File: src/rtl/ram_pkg.sv
// Shared types and helpers for the data-RAM arbiter and its RAM clients.
package ram_pkg;

  localparam int unsigned RAM_DEPTH = 32;

  typedef enum logic [2:0] {
    CTRL_B  = 3'b000,
    CTRL_H  = 3'b001,
    CTRL_W  = 3'b010,
    CTRL_BU = 3'b100,
    CTRL_HU = 3'b101
  } ctrl_e;

  typedef enum logic [1:0] {
    ST_IDLE,
    ST_ACCESS,
    ST_RESP
  } arb_state_e;

  typedef struct packed {
    logic        we;
    logic [2:0]  ctrl;
    logic [31:0] addr;
    logic [31:0] wdata;
  } ram_req_t;

  // Bytes touched by an access; 0 marks an undefined ctrl code.
  function automatic logic [2:0] accessSize(input logic [2:0] ctrl);
    logic [2:0] size;
    case (ctrl)
      CTRL_B, CTRL_BU: size = 3'd1;
      CTRL_H, CTRL_HU: size = 3'd2;
      CTRL_W:          size = 3'd4;
      default:         size = 3'd0;
    endcase
    return size;
  endfunction

endpackage

File: src/rtl/ram_access_check.sv
// Combinational legality check for a byte-addressed RAM access.
module ram_access_check
  import ram_pkg::*;
#(
  parameter int unsigned DEPTH = RAM_DEPTH
) (
  input  logic [2:0]  ctrl,
  input  logic        we,
  input  logic [31:0] addr,
  output logic        legal
);

  logic [2:0]  size;
  logic [32:0] last_byte;
  logic        ctrl_ok;
  logic        store_ok;
  logic        range_ok;

  always_comb begin
    size      = accessSize(ctrl);
    ctrl_ok   = (size != '0);
    store_ok  = !(we && ctrl[2]);
    // 33-bit sum so addresses near 0xFFFFFFFF cannot wrap into range
    last_byte = {1'b0, addr} + 33'(size) - 33'd1;
    range_ok  = (last_byte <= 33'(DEPTH - 1));
    legal     = ctrl_ok && store_ok && range_ok;
  end

endmodule

File: src/rtl/ram_arbiter.sv
// Two-port round-robin arbiter and IDLE/ACCESS/RESP sequencer in front of the data RAM.
module ram_arbiter
  import ram_pkg::*;
#(
  parameter int unsigned DEPTH = RAM_DEPTH
) (
  input  logic        Clock,
  input  logic        nReset,
  input  logic        p0Req,
  input  logic        p0We,
  input  logic [2:0]  p0Ctrl,
  input  logic [31:0] p0Addr,
  input  logic [31:0] p0WData,
  input  logic        p1Req,
  input  logic        p1We,
  input  logic [2:0]  p1Ctrl,
  input  logic [31:0] p1Addr,
  input  logic [31:0] p1WData,
  output logic        p0Gnt,
  output logic        p0RValid,
  output logic [31:0] p0RData,
  output logic        p0Err,
  output logic        p1Gnt,
  output logic        p1RValid,
  output logic [31:0] p1RData,
  output logic        p1Err,
  output logic        writeRam,
  output logic [2:0]  ctrl,
  output logic [31:0] address,
  output logic [31:0] wData,
  input  logic [31:0] rData
);

  arb_state_e  state;
  arb_state_e  state_next;
  logic        last_owner;
  logic        owner;
  ram_req_t    req_q;
  ram_req_t    p0_req;
  ram_req_t    p1_req;
  logic [31:0] resp_data;
  logic        resp_err;
  logic        legal;
  logic        gnt0;
  logic        gnt1;

  ram_access_check #(
    .DEPTH(DEPTH)
  ) u_check (
    .ctrl (req_q.ctrl),
    .we   (req_q.we),
    .addr (req_q.addr),
    .legal(legal)
  );

  always_comb begin
    p0_req = '{we: p0We, ctrl: p0Ctrl, addr: p0Addr, wdata: p0WData};
    p1_req = '{we: p1We, ctrl: p1Ctrl, addr: p1Addr, wdata: p1WData};
  end

  // Grants only in IDLE; on a tie the port that did not win last time goes first.
  always_comb begin
    gnt0       = 1'b0;
    gnt1       = 1'b0;
    state_next = state;
    case (state)
      ST_IDLE: begin
        if (nReset) begin
          if (p0Req && p1Req) begin
            gnt0 = last_owner;
            gnt1 = !last_owner;
          end else begin
            gnt0 = p0Req;
            gnt1 = p1Req;
          end
        end
        if (gnt0 || gnt1) state_next = ST_ACCESS;
      end
      ST_ACCESS: state_next = ST_RESP;
      ST_RESP:   state_next = ST_IDLE;
      default:   state_next = ST_IDLE;
    endcase
  end

  always_comb begin
    p0Gnt    = gnt0;
    p1Gnt    = gnt1;
    p0RValid = 1'b0;
    p0RData  = '0;
    p0Err    = 1'b0;
    p1RValid = 1'b0;
    p1RData  = '0;
    p1Err    = 1'b0;
    writeRam = 1'b0;
    ctrl     = '0;
    address  = '0;
    wData    = '0;
    case (state)
      ST_ACCESS: begin
        address  = req_q.addr;
        ctrl     = req_q.ctrl;
        wData    = req_q.wdata;
        writeRam = req_q.we && legal;
      end
      ST_RESP: begin
        if (owner) begin
          p1RValid = 1'b1;
          p1RData  = resp_data;
          p1Err    = resp_err;
        end else begin
          p0RValid = 1'b1;
          p0RData  = resp_data;
          p0Err    = resp_err;
        end
      end
      default: ;
    endcase
  end

  always_ff @(posedge Clock or negedge nReset) begin
    if (!nReset) begin
      state      <= ST_IDLE;
      last_owner <= 1'b1;
      owner      <= 1'b0;
      req_q      <= '0;
      resp_data  <= '0;
      resp_err   <= 1'b0;
    end else begin
      state <= state_next;
      if (gnt0 || gnt1) begin
        req_q      <= gnt1 ? p1_req : p0_req;
        owner      <= gnt1;
        last_owner <= gnt1;
      end
      if (state == ST_ACCESS) begin
        resp_data <= (legal && !req_q.we) ? rData : '0;
        resp_err  <= !legal;
      end
    end
  end

endmodule
File: config.mk
export PLATFORM = sky130hd
export DESIGN_NAME = ram_arbiter
export DESIGN_NICKNAME = d
export VERILOG_FILES = /design/src/rtl/ram_pkg.sv /design/src/rtl/ram_access_check.sv /design/src/rtl/ram_arbiter.sv
export SDC_FILE = /design/constraint.sdc
export NUM_CORES = 1
export LEC_CHECK = 0
export CELL_PAD_IN_SITES_DETAIL_PLACEMENT = 0
export CELL_PAD_IN_SITES_GLOBAL_PLACEMENT = 1
export CORE_AREA = 2 2 173 175
export DETAILED_ROUTE_END_ITERATION = 8
export DIE_AREA = 0 0 175 177
export PLACE_DENSITY = 0.76
export SLEW_MARGIN = 20
export SYNTH_ARGS = -nofsm -noshare
export SYNTH_HDL_FRONTEND = slang
export SYNTH_SLANG_ARGS = --single-unit
File: constraint.sdc
create_clock -name Clock -period 4 [get_ports Clock]
set_clock_uncertainty 0.2 [all_clocks]
set_input_delay 0.8 -clock Clock [delete_from_list [all_inputs] [get_ports Clock]]
set_output_delay 0.8 -clock Clock [all_outputs]
set_load 0.01 [all_outputs]
==> out/metrics.yaml, run 1 <==
status:
  outcome: "complete, but fails checks"
  violations: "negative setup slack"
setup_path:
  reg2reg_slack_ns: -0.65
  rr_worst_depth: 18
  reg2reg_to: "resp_data[10]"
  worstSetupEndpointType: "output pin"
  critPathLaunchType: "flip-flop"
  crit_fanout: 4
  required_ns: 3.00
  critical_path_class: "reg -> out"
  cp.arrival_ns: 3.73
  rr_startpoint: "req_q[65]"
sta:
  drv_slew: 0
  finalHoldViolCount: 0
  whs_ns: 0.2692
  tns_ns: -20.92
  setup_viol: 34
  slew_headroom: 0.3228
  setup_ws_ns: -0.7270
  fin_crit_ns: 4.727
  rsz0062_at_grt: "true"
  tightestPinTransition_ns: 1.015
  fmax_ghz: 0.2116
  final.period_utilization: 1.182
global_routing:
  grt_pass1_vias: 9171
  grt_overflow_total: 0
  antenna_found_initial: 3
  grt_max_degree: 73
  grt_util_all_layers: 0.2008
  grt_pass1_wl_um: 49630
detailed_routing:
  finalWirelength_um: 32110
  vias_per_cell: 4.775
  drt_iter0_drc: 432
  wl_per_cell_um: 16.41
  num_vias: 9344
  drc: 0
  drt_first_pass_iters: 5
  drtAntennaViolNets: 0
clock_tree:
  cts_made_buffers: 9
  cts_hold_buffers: 0
  path_clk_slew_ns: 0.08
  htreeDepth: 3
  cts_tree: "built"
  clock-sinks: 105
  clock_path_buffers: 2
  clock-root-buffer: "clkbuf_16"
  clock_latency_ns: 0.36
yosys:
  avgSynthCellArea_um2: 7.319
  synth_top_area_share: 0.3238
  ys_async_sr_fraction: 1.000
  ys.warnings.count: 0
  synth_cells: 1098
  ys_types: 72
  synth_area_leader_cell: "dfrtp_1"
  ys_seq_area_frac: 0.3271
  ys_top_cells_by_count: "240 x nand2_1, 129 x nor2_1, 104 x dfrtp_1"
  synth-main-ff-cell: "dfrtp_1"
  synth_edf_count: 0
  ys_ff_latch: 105
  yosysMostFrequentCell: "nand2_1"
  synth_area_leaders: "dfrtp_1 32%, nand2_1 11%, and2_1 7.9%"
  syn_area_um2: 8036
  syn_nets: 1305
place:
  dp_hpwl_um: 24550
  io_buffer_count: 309
  finalWeightedCongestion: 0.9110
  placed_cells: 1929
floorplan:
  fp.coreArea_um2: 29240
  die_x_um: 175
  dieHeight_um: 177
  io_pins: 310
  num_rows: 63
  initial_core_util: 0.2748
  die_area_um2: 30980
power:
  p_leak_nw: 6.016
  p_total_w: 0.01149
  p_per_area_nw_per_um2: 842.1
  ir_drop_mv: 0.2894
hold_path:
  hold_class: "reg -> reg"
  holdPathStages: 2
  whs_endpoint: "last_owner"
  hold_start: "last_owner"
cells_and_area:
  layout.nets: 1767
  regArea_um2: 2630
  layout-drive-gt1-share: 0.2006
  fillers: 2959
  multi_input_area_um2: 5211
  area_growth_pct: 69.75
  fin_cells: 1957
job:
  max_cap_viol_count: 0
## timing repair
| action | 4_1_cts | 5_1_grt |
|---|---|---|
| pin swaps | 19 | 26 |
| setup buffers | 3 | 3 |
| resized for setup | 31 | 29 |
| gates cloned | 3 | 1 |
| endpoints found under the setup margin | 34 | 34 |
## where the power goes
| part | internal [W] | total [W] | switching, W |
|---|---|---|---|
| Combinational | 0.00444 | 0.00887 | 0.00443 |
| Clock | 0.000441 | 0.000921 | 0.000481 |
| Sequential | 0.00143 | 0.00170 | 0.000262 |
## worst max-delay path, stage by stage (launching register included)
cell	delay, ns
dfrtp_2	0.46
or2_4	0.25
ha_4	0.15
inv_2	0.06
ha_4	0.13
inv_2	0.03
fa_2	0.32
nor2b_2	0.13
o2111a_2	0.30
o21ai_2	0.10
a2111oi_4	0.43
or2_4	0.23
a31oi_1	0.11
a21oi_1	0.16
and4_1	0.20
and3_4	0.19
buf_6	0.10
## final cells by class
cell class                      instances  share of cell area
Antenna cell                            2           0.0003669
Tap cell                              390             0.03577
Inverter                               47             0.01293
Clock inverter                          6            0.004219
Timing Repair Buffer                  525              0.3551
Multi-Input combinational cell        872              0.3820
Sequential cell                       105              0.1928
Clock buffer                           10             0.01678
## per-layer routing
metal / vias to the layer above / wire, um / global-route usage
met4: 2 / 591 / 0.05417
met5: - / 13 / 0
met1: 4401 / 14670 / 0.2647
li1: 4685 / - / -
met2: 219 / 15280 / 0.3356
met3: 37 / 1555 / 0.03973
## how the worst max path moves through the flow
| stage | start | to | slack (ns) | cells past startpoint |
|---|---|---|---|---|
| after floorplan | req_q[65] | resp_err | -0.22 | 16 |
| after global placement | req_q[65] | writeRam | -0.97 | 15 |
| after detailed placement | req_q[65] | writeRam | -1.11 | 15 |
| after CTS | req_q[64] | writeRam | -0.75 | 16 |
| after global routing | req_q[64] | writeRam | -0.89 | 16 |
| final | req_q[64] | writeRam | -0.73 | 16 |
## per-stage QoR
step	utilization	setup slack, ns	cell area [um^2]
final	0.4665	-0.7270	13640
after CTS	0.4601	-0.7535	13460
after floorplan	-	-0.2211	8073
after detailed placement	0.4421	-1.111	12930
after global routing	0.4665	-0.8924	13640
after global placement	0.4421	-0.9731	12930
## state kept, by name, summed over array words and instances, names as in the netlist
register    flops
owner           1
resp_err        1
req_q          68
last_owner      1
resp_data      32
state           2
## placed cells by master (no fill, tap or decap), types with 3 or more instances in the layout
master           Yosys  routed
a2111oi_0            8       6
a211o_1              4       4
a21boi_0             3       3
a21o_1               5       5
a21oi_1             42      41
a31oi_1             70      70
and2_1             102     102
and3_1               5       3
and3b_1              3       3
and4_1               4       4
buf_12               0       4
buf_16               0       3
buf_4                0     208
clkbuf_16            0      10
clkdlybuf4s50_1      0     307
dfrtp_1            104     103
ha_1                34      29
ha_4                 0       5
inv_1               46      43
inv_2                0       4
mux2i_1              4       4
nand2_1            240     239
nand3_1             13      11
nand4_1             15      15
nor2_1             129     128
nor2b_1              7       6
nor3_1              17      16
o2111ai_1            4       4
o211ai_1             7       7
o21a_1              10      10
o21ai_0             36      28
o21ai_1             12       5
o21ai_2             20      33
o21bai_1             3       3
or3_1                8       8
xnor2_1             10       9
## cell families (layout without fill, tap and decap cells)
logic type / after synthesis / count (layout) / share of synthesized area
other: 0 / 2 / 0
AND/OR/NAND/NOR: 571 / 571 / 0.3340
multiplexers: 4 / 4 / 0.004982
flip-flops: 105 / 105 / 0.3271
AO/OA/AOI/OAI: 250 / 250 / 0.2047
buffers and inverters: 121 / 588 / 0.06072
adder cells (fa/ha/maj): 35 / 35 / 0.05543
XOR/XNOR: 12 / 12 / 0.01308
(Power assumes the default switching activity.)
==> run 2, diff against run 1 <==
CORE_AREA = 2 2 168 170   (was 2 2 173 175)
DIE_AREA = 0 0 170 172   (was 0 0 175 177)
PLACE_DENSITY = 0.77   (was 0.76)
SYNTH_HIERARCHICAL = 1   (was not set)
==> run 2 against run 1 <==
Against the previous run:
- the run still ends with negative setup slack left
- sequential share of layout area up 1.3 points
- critical path depth is 2 higher
- worst setup slack lost 0.46 ns
- via count shrank 6.8%
- largest power group unchanged
==> out/metrics.yaml, run 2 <==
clock_tree:
  path_clk_slew_ns: 0.08  # about the same
  cts_tree: "built"  # unchanged
  htreeDepth: 3  # unchanged
  clock_path_buffers: 2  # unchanged
  cts_hold_buffers: 0  # unchanged
  clock-root-buffer: "clkbuf_16"  # unchanged
  cts_made_buffers: 9  # unchanged
  clock_latency_ns: 0.36  # about the same
  clock-sinks: 105  # unchanged
global_routing:
  grt_busiest_layer: "met2"  # unchanged
  grt.met2_usage: 0.3366  # was 0.3356
  met3_usage: 0.04601  # was 0.03973
  grt_pass1_wl_um: 47370  # was 49630 um
  grt_pass1_vias: 8594  # was 9171
  antenna_found_initial: 2  # was 3
  met1_usage: 0.2659  # was 0.2647
  grt_util_all_layers: 0.2043  # was 0.2008
  grt_max_degree: 138  # was 73
  grt_overflow_total: 0  # unchanged
setup_path:
  rr_worst_depth: 21  # was 18
  required_ns: 3.00  # about the same
  reg2reg_slack_ns: -0.60  # was -0.65 ns
  cp.arrival_ns: 4.19  # was 3.73 ns
  crit_fanout: 5  # was 4
  rr_startpoint: "req_q[64]"  # was req_q[65]
  worstSetupEndpointType: "output pin"  # unchanged
  reg2reg_to: "resp_data[25]"  # was resp_data[10]
  critPathLaunchType: "flip-flop"  # unchanged
  critical_path_class: "reg -> out"  # unchanged
detailed_routing:
  drt_iter0_drc: 408  # was 432
  drtAntennaViolNets: 0  # unchanged
  num_vias: 8705  # was 9344
  vias_per_cell: 5.133  # was 4.775
  drt_first_pass_iters: 5  # unchanged
  drc: 0  # unchanged
  finalWirelength_um: 30480  # was 32110 um
  wl_per_cell_um: 17.97  # was 16.41 um
cells_and_area:
  final_cell_mix: "307 x clkdlybuf4s50_1, 142 x buf_4, 135 x and2_1"  # was 307 x clkdlybuf4s50_1, 239 x nand2_1, 208 x buf_4
  layout.nets: 1551  # was 1767
  top_register: "req_q"  # unchanged
  layout-drive-gt1-share: 0.1646  # was 0.2006
  area_growth_pct: 62.68  # was 69.75%
  fin_cells: 1696  # was 1957
  largest_reg_flops: 68  # unchanged
  top_regs: "req_q x68, resp_data x32, state x2"  # unchanged
  fin_area_um2: 12750  # was 13640 um^2
  final_common_cell: "clkdlybuf4s50_1"  # unchanged
  fin_util: 0.4639  # was 0.4665
yosys:
  syn_nets: 1160  # was 1305
  ys_async_sr_fraction: 1.000  # unchanged
  ys.warnings.count: 6  # was 0
  synth_top_area_share: 0.3322  # was 0.3238
  synth_cells: 953  # was 1098
  ys_seq_area_frac: 0.3355  # was 0.3271
  yosysMostFrequentCell: "and2_1"  # was nand2_1
  ys_ff_latch: 105  # unchanged
  avgSynthCellArea_um2: 8.221  # was 7.319 um^2
  synth_area_leaders: "dfrtp_1 33%, and2_1 11%, a21oi_1 6.2%"  # was dfrtp_1 32%, nand2_1 11%, and2_1 7.9%
  ys_types: 69  # was 72
  ys_top_cells_by_count: "136 x and2_1, 104 x dfrtp_1, 97 x a21oi_1"  # was 240 x nand2_1, 129 x nor2_1, 104 x dfrtp_1
  synth_edf_count: 0  # unchanged
  syn_area_um2: 7835  # was 8036 um^2
  synth_area_leader_cell: "dfrtp_1"  # unchanged
  synth-main-ff-cell: "dfrtp_1"  # unchanged
place:
  finalWeightedCongestion: 0.9066  # was 0.9110
  dp_hpwl_um: 21840  # was 24550 um
  place_area_um2: 12120  # was 12930 um^2
  io_buffer_count: 309  # unchanged
  placed_cells: 1668  # was 1929
sta:
  setup_ws_ns: -1.185  # was -0.7270 ns
  rsz0062_at_grt: "true"  # unchanged
  fin_crit_ns: 5.185  # was 4.727 ns
  whs_ns: 0.1072  # was 0.2692 ns
  finalHoldViolCount: 0  # unchanged
  tns_ns: -20.25  # was -20.92 ns
  drv_slew: 0  # unchanged
  fmax_ghz: 0.1929  # was 0.2116 GHz
  final.period_utilization: 1.296  # was 1.182
  tightestPinTransition_ns: 0.7495  # was 1.015 ns
  setup_viol: 34  # unchanged
  slew_headroom: 0.5003  # was 0.3228
status:
  outcome: "complete, but fails checks"  # unchanged
  violations: "negative setup slack"  # unchanged
hold_path:
  hold_class: "in -> async"  # was reg -> reg
power:
  p_per_area_nw_per_um2: 476.0  # was 842.1 nW/um^2
  ir_drop_mv: 0.2190  # was 0.2894 mV
  p_leak_nw: 5.344  # was 6.016 nW
job:
  max_cap_viol_count: 0  # unchanged
floorplan:
  die_x_um: 170  # was 175 um
  initial_core_util: 0.2852  # was 0.2748
  dieHeight_um: 172  # was 177 um
  fp.coreArea_um2: 27480  # was 29240 um^2
  die_area_um2: 29240  # was 30980 um^2
  io_pins: 310  # unchanged
  num_rows: 61  # was 63
-- run 2: changes by cell type in the layout (fill, tap and decap cells not counted), sizes merged, moves of 12 or more --
cell   previous run  this run
a21oi            43        97
a22o              1        33
and2            102       136
buf             217       155
nand2           240        33
nand3            13        72
nor2            129        18
nor3             17         5
o21ai            68        89
-- run 2: where the power goes --
group | internal, W | total, W | leakage (nW) | switching (W)
registers | 0.00125 | 0.00139 | 1.26 | 0.000136
logic | 0.00181 | 0.00363 | 3.92 | 0.00182
clock network | 0.000569 | 0.00105 | 0.168 | 0.000479
-- run 2: metal layers --
metal  part of all wire  wire length (um)  vias up
li1                   -                 -     4242
met4              0.023               697        0
met5                  0                 0        -
met3              0.057              1747       38
met1               0.45             13650     4168
met2               0.47             14380      257
-- run 2: cells by family (layout without fill, tap and decap cells) --
logic type      after synthesis  in the layout  synth area share
compound gates              364            364            0.3015
simple gates                303            303            0.2177
buf+inv                     134            530           0.07457
flops                       105            105            0.3355
fa+ha+maj                    35             35           0.05685
xor+xnor                     10             10           0.01118
mux                           2              2          0.002715
other cells                   0              1                 0
-- run 2: what timing repair did --
item | 4_1_cts | 5_1_grt
gates cloned | 3 | 0
pin swaps | 24 | 18
endpoints found under the setup margin | 34 | 34
resized for setup | 28 | 6
buffers inserted | 6 | 4
-- run 2: critical path: stages (launching register included) --
cell and delay (ns):
dfrtp_1 0.41, buf_6 0.13, nand2b_4 0.06, ha_4 0.26, inv_2 0.04, ha_4 0.15, inv_2 0.04, fa_2 0.18
nor2b_2 0.04, o31a_1 0.35, or2_4 0.28, a311oi_4 0.34, xor2_1 0.23, o311ai_2 0.15, nor4_2 0.34, o2111ai_2 0.22
a2111oi_4 0.27, and3_1 0.23, buf_6 0.11
-- run 2: final cells by class --
class | count | area, um^2
clock inverters | 7 | 121.4
diodes | 1 | 2.502
well taps | 346 | 432.9
multi-input cells | 714 | 4771
inverters | 52 | 195.2
clock buffers | 9 | 225.2
flip-flops and latches | 105 | 2629
fillers | 2749 | 14730
repair buffers | 462 | 4369
-- run 2: metrics by stage --
step	setup WS [ns]	power [W]
after floorplan	-0.3039	0.003269
after global placement	-1.053	0.004847
after detailed placement	-1.123	0.004860
final	-1.185	0.006067
after CTS	-1.057	0.006036
after global routing	-1.350	0.006538
-- run 2: worst max-delay path by stage --
stage,start,endpoint,slack (ns),cells after the start
after global routing,req_q[64],writeRam,-1.35,18
after detailed placement,req_q[65],writeRam,-1.12,16
after global placement,req_q[64],writeRam,-1.05,17
after floorplan,req_q[65],writeRam,-0.30,16
final,req_q[64],writeRam,-1.19,18
after CTS,req_q[65],writeRam,-1.06,17
